`src/rtl/mfrc_spi_sched.sv`:
```
// mfrc_spi_sched: round-robin scheduler sharing one SPI_master (MFRC522
// register port) between NUM_REQ requesters. Single-byte read/write per
// transaction, one transaction outstanding at a time.
// Optional watchdog on the WAIT state: define MFRC_SPI_SCHED_TIMEOUT_EN.
`timescale 1ns/1ps

module mfrc_spi_sched #(
    parameter int NUM_REQ        = 2,
    parameter int TIMEOUT_CYCLES = 4096
) (
    input  logic                   axi_aclk,
    input  logic                   axi_aresetn,
    input  logic [NUM_REQ-1:0]     req_valid,
    output logic [NUM_REQ-1:0]     req_ready,
    input  logic [NUM_REQ-1:0]     req_rw,
    input  logic [7*NUM_REQ-1:0]   req_addr,
    input  logic [8*NUM_REQ-1:0]   req_wdata,
    output logic [NUM_REQ-1:0]     rsp_valid,
    output logic [7:0]             rsp_rdata,
    output logic                   rsp_error,
    output logic                   spi_en,
    output logic                   spi_rw,
    output logic [6:0]             spi_addr,
    output logic [7:0]             spi_data_in,
    output logic [7:0]             spi_num_bytes,
    input  logic [7:0]             spi_data_out,
    input  logic                   spi_busy,
    input  logic                   spi_done,
    input  logic                   spi_error
);

    localparam int                 PTR_W    = $clog2(NUM_REQ);
    localparam int unsigned        NREQ_U   = NUM_REQ;
    localparam logic [PTR_W-1:0]   LAST_REQ = PTR_W'(NUM_REQ - 1);

    if (NUM_REQ < 2 || NUM_REQ > 8 || TIMEOUT_CYCLES < 1) begin : g_bad_cfg
        $error("mfrc_spi_sched: NUM_REQ must be 2..8 and TIMEOUT_CYCLES >= 1");
    end

    typedef enum logic [1:0] {
        S_IDLE,
        S_LAUNCH,
        S_WAIT,
        S_RESP
    } state_t;

    state_t             state_q, state_d;
    logic [PTR_W-1:0]   rr_ptr_q, rr_ptr_d;
    logic [PTR_W-1:0]   grant_q, grant_d;
    logic               spi_rw_q, spi_rw_d;
    logic [6:0]         spi_addr_q, spi_addr_d;
    logic [7:0]         spi_wdata_q, spi_wdata_d;
    logic [7:0]         rsp_rdata_q, rsp_rdata_d;
    logic               rsp_error_q, rsp_error_d;

    logic [PTR_W-1:0]   cand;
    logic [PTR_W-1:0]   grant_idx;
    logic               grant_any;
    logic               accept;
    logic               wd_expired;

    logic [6:0]         addr_arr  [NUM_REQ];
    logic [7:0]         wdata_arr [NUM_REQ];

    for (genvar gi = 0; gi < NUM_REQ; gi++) begin : g_unpack
        assign addr_arr[gi]  = req_addr[7*gi +: 7];
        assign wdata_arr[gi] = req_wdata[8*gi +: 8];
    end

    // Round-robin pick: first valid requester at or after rr_ptr, wrapping.
    always_comb begin
        grant_any = 1'b0;
        grant_idx = '0;
        cand      = '0;
        for (int unsigned i = 0; i < NREQ_U; i++) begin
            cand = PTR_W'((32'(rr_ptr_q) + i) % NREQ_U);
            if (!grant_any && req_valid[cand]) begin
                grant_any = 1'b1;
                grant_idx = cand;
            end
        end
    end

    // Handshake and pulse outputs decoded from the current state.
    always_comb begin
        accept    = axi_aresetn && (state_q == S_IDLE) && !spi_busy && grant_any;
        req_ready = '0;
        rsp_valid = '0;
        if (accept) begin
            req_ready[grant_idx] = 1'b1;
        end
        if (state_q == S_RESP) begin
            rsp_valid[grant_q] = 1'b1;
        end
    end

`ifdef MFRC_SPI_SCHED_TIMEOUT_EN
    localparam int               WD_W    = $clog2(TIMEOUT_CYCLES + 1);
    localparam logic [WD_W-1:0]  WD_LAST = WD_W'(TIMEOUT_CYCLES - 1);

    logic [WD_W-1:0] wd_q, wd_d;

    // Watchdog: cleared in LAUNCH, counts each WAIT cycle; expiry on the
    // TIMEOUT_CYCLES-th WAIT cycle.
    always_comb begin
        wd_d       = wd_q;
        wd_expired = (state_q == S_WAIT) && (wd_q == WD_LAST);
        if (state_q == S_LAUNCH) begin
            wd_d = '0;
        end else if (state_q == S_WAIT && !wd_expired) begin
            wd_d = wd_q + 1'b1;
        end
    end

    // Watchdog register.
    always_ff @(posedge axi_aclk or negedge axi_aresetn) begin
        if (!axi_aresetn) begin
            wd_q <= '0;
        end else begin
            wd_q <= wd_d;
        end
    end
`else
    assign wd_expired = 1'b0;
`endif

    // Next-state logic: accept, launch, wait for done/expiry, respond.
    always_comb begin
        state_d     = state_q;
        rr_ptr_d    = rr_ptr_q;
        grant_d     = grant_q;
        spi_rw_d    = spi_rw_q;
        spi_addr_d  = spi_addr_q;
        spi_wdata_d = spi_wdata_q;
        rsp_rdata_d = rsp_rdata_q;
        rsp_error_d = rsp_error_q;
        case (state_q)
            S_IDLE: begin
                if (accept) begin
                    grant_d     = grant_idx;
                    rr_ptr_d    = (grant_idx == LAST_REQ) ? '0 : grant_idx + 1'b1;
                    spi_rw_d    = req_rw[grant_idx];
                    spi_addr_d  = addr_arr[grant_idx];
                    spi_wdata_d = wdata_arr[grant_idx];
                    state_d     = S_LAUNCH;
                end
            end
            S_LAUNCH: begin
                state_d = S_WAIT;
            end
            S_WAIT: begin
                // done has priority over a coincident watchdog expiry
                if (spi_done) begin
                    rsp_rdata_d = spi_rw_q ? spi_data_out : 8'h00;
                    rsp_error_d = spi_error;
                    state_d     = S_RESP;
                end else if (wd_expired) begin
                    rsp_rdata_d = 8'h00;
                    rsp_error_d = 1'b1;
                    state_d     = S_RESP;
                end
            end
            S_RESP: begin
                state_d = S_IDLE;
            end
            default: begin
                state_d = S_IDLE;
            end
        endcase
    end

    // State and datapath registers.
    always_ff @(posedge axi_aclk or negedge axi_aresetn) begin
        if (!axi_aresetn) begin
            state_q     <= S_IDLE;
            rr_ptr_q    <= '0;
            grant_q     <= '0;
            spi_rw_q    <= 1'b0;
            spi_addr_q  <= '0;
            spi_wdata_q <= '0;
            rsp_rdata_q <= '0;
            rsp_error_q <= 1'b0;
        end else begin
            state_q     <= state_d;
            rr_ptr_q    <= rr_ptr_d;
            grant_q     <= grant_d;
            spi_rw_q    <= spi_rw_d;
            spi_addr_q  <= spi_addr_d;
            spi_wdata_q <= spi_wdata_d;
            rsp_rdata_q <= rsp_rdata_d;
            rsp_error_q <= rsp_error_d;
        end
    end

    assign spi_en        = (state_q == S_LAUNCH);
    assign spi_rw        = spi_rw_q;
    assign spi_addr      = spi_addr_q;
    assign spi_data_in   = spi_wdata_q;
    assign spi_num_bytes = 8'd1;
    assign rsp_rdata     = rsp_rdata_q;
    assign rsp_error     = rsp_error_q;

endmodule

```
`config.mk`:
```
export PLATFORM = sky130hd
export DESIGN_NAME = mfrc_spi_sched
export DESIGN_NICKNAME = d
export VERILOG_FILES = /design/src/rtl/mfrc_spi_sched.sv
export SDC_FILE = /design/constraint.sdc
export NUM_CORES = 1
export LEC_CHECK = 0
export ABC_AREA = 1
export BUFFER_PORTS_ARGS = -buffer_cell sky130_fd_sc_hd__buf_4
export CORE_UTILIZATION = 44
export DETAILED_ROUTE_END_ITERATION = 8
export PLACE_DENSITY_LB_ADDON = 0.3
export SKIP_CTS_REPAIR_TIMING = 1
export SYNTH_ARGS = -nofsm -noshare
export SYNTH_HDL_FRONTEND = slang
export SYNTH_SLANG_ARGS = --single-unit
```
`constraint.sdc`:
```
create_clock -name axi_aclk -period 1.5 [get_ports axi_aclk]
set_input_delay 0.15 -clock axi_aclk [delete_from_list [all_inputs] [get_ports axi_aclk]]
set_output_delay 0.15 -clock axi_aclk [all_outputs]
set_load 0.02 [all_outputs]
```
==> impl_metrics.toml <==
[worst_setup_path]
cp.required_ns = 1.35
crit_path_end_kind = "primary output"
cp_max_fo = 7
rrSetupSlack_ns = 0.07
start_kind = "register"
arrival_ns = 1.52
criticalPathCategory = "register to primary output"

[floorplan]
chipHeight_um = 61.2
rows = 21
dieArea_sq_um = 3750
coreArea_sq_um = 3340
io_pins = 85
dieWidth_um = 61.2
start_util_pct = 46.2

[clocking]
cts_buffer_depth = 2
cts_tree = "built"
cts_made_buffers = 5
htree_levels = 2
clockRootBuffer = "clkbuf_4"
insertion_delay_ns = 0.33
clk_pin_slew_ns = 0.09
clock_sinks = 29

[timing]
setup_viol = 2
hold_violations = 0
drv_slew = 0
post-route-period-util_pct = 111
fin_skew_ns = 0.00356
fmax_mhz = 600
fin_crit_ns = 1.67
fin_ws_ns = -0.167
rsz0062_at_grt = "true"

[routing]
first_pass_iters = 4
ant_nets = 0
vias = 1538
wire_per_inst_um = 10.5
drtIter0Drc = 59
drc = 0
routed_wl_mm = 3.58
via_per_inst = 4.52

[power_and_ir_drop]
combPwrFrac_pct = 50.1
p_leak_nw = 1.36
swShare_pct = 39.6
switching_power_mw = 1.76
pwr-share-seq_pct = 32.1
power_density_nw_per_um2 = 1900
power_mw = 4.44
peakVddDrop_uv = 919
p_int_mw = 2.68
p_clk_share_pct = 17.8

[global_route]
use_met3_pct = 5.46
overflow = 0
grt_pass1_wl_mm = 5.48
met2_usage_pct = 32.5
grt_use_total_pct = 20.3
grt_use_met1_pct = 25.9
top_usage_layer = "met2"
grt_pass1_vias = 1311
antenna_found_initial = 0
grt_max_degree = 30

[finish]
final_nets = 344
num_antenna_cells = 0
drive_gt1_share_pct = 39.5
syn_to_final_growth_pct = 51.9
utilization_pct = 70.2
fin_area_sq_um = 2340

[yosys]
synth_seq_area_share_pct = 47.0
synth_largest_area_cell = "dfrtp_1"
synth_seq_cells = 29
synth_area_sq_um = 1540
syn_area_per_cell_sq_um = 7.53
yosysWarnings = 0
yosysUniqueCellTypes = 21
synthCells = 205
synth_top_area_share_pct = 47.0
synth_area_leaders = "dfrtp_1, nand2_1, buf_4"

[placed_design]
placed_cell_area_sq_um = 2140
place_congestion = 0.771
place_ws_ns = -0.0763
place_hpwl_mm = 2.56
io_buffers = 76

[outcome]
violations = "negative setup slack"
status = "finished with violations"

[flow_run]
maxCapViolCount = 0

[worst_hold_path]
hp-class = "input port to register"
cell type report:
class	instances	area, sq um
Sequential cell	29	726
Clock inverter	3	65.1
Clock buffer	5	37.5
Tap cell	46	57.6
Timing Repair Buffer	89	678
Multi-Input combinational cell	157	721
Fill cell	288	993
Inverter	10	50.0
Timing Repair inverter	1	8.76
worst paths after layout:
kind / to / cells past startpoint / startpoint
max: req_ready[0] / 8 / state_q[0]
min: rsp_error / 2 / spi_error
max reg2reg: spi_data_in[7] / 10 / state_q[0]
min reg2reg: spi_addr[2] / 2 / spi_addr[2]
max in group asynchronous: rsp_rdata[6] / 3 / axi_aresetn
min in group asynchronous: state_q[1] / 3 / axi_aresetn
Yosys cell counts (all sizes together):
library cell	instances
clkbuf	1
inv	10
buf	14
o21ai	9
mux2	1
or2	1
dfrtp	29
nand2	127
a21oi	2
conb	2
nor2	3
ha	4
nand3	2
stage by stage:
step | instances | TNS [ns] | hold WS, ns
final | 340 | -0.229 | 0.0553
after global routing | 340 | -0.506 | 0.0475
after CTS | 335 | -2.01 | -0.162
after detailed placement | 327 | -0.986 | 0.190
after global placement | 327 | -0.00377 | 0.197
after floorplan | 211 | 0 | -0.146
layer usage:
metal / wire [um] / vias up
li1: - / 777
met1: 1550 / 691
met2: 1640 / 62
met3: 304 / 8
met4: 81 / 0
met5: 0 / -
power groups by stage:
stage	registers (mW)	clock network (mW)	logic, mW
floorplan	1.81	0	0.825
global placement	1.43	0	2.06
detailed placement	1.43	0	2.11
CTS	1.42	0.800	2.11
global route	1.48	0.845	2.46
finish	1.43	0.790	2.23
cells in the final DEF (no fill, tap or decap), types with 2 or more instances in the layout:
cell type	n
nand2_2	4
inv_1	4
nand3_1	2
buf_4	86
inv_2	5
o21ai_0	8
ha_1	2
conb_1	8
nand2_1	122
nor2_4	2
bufinv_16	2
buf_6	2
clkbuf_4	5
dfrtp_1	29
cell families after synthesis:
group | after synthesis | share of synthesized area, %
compound gates | 11 | 5.03
fa+ha+maj | 4 | 3.24
buf+inv | 25 | 10.3
flops | 29 | 47.0
mux | 1 | 0.730
other cells | 2 | 0.487
simple gates | 133 | 33.2
flip-flops by register name, indices dropped and copies added (netlist names):
register / flops
rsp_rdata: 8
spi_data_in: 8
spi_addr: 7
state_q: 2
grant_q: 1
rr_ptr_q: 1
rsp_error: 1
spi_rw: 1
worst max-delay path, stage by stage (launching register included):
cell and delay (ns):
dfrtp_1 0.40, inv_2 0.08, ha_4 0.15, nand2_4 0.05, nor2_4 0.11, nand2_2 0.07, buf_6 0.13, nor2_4 0.07
buf_6 0.11
(Power assumes the default switching activity.)
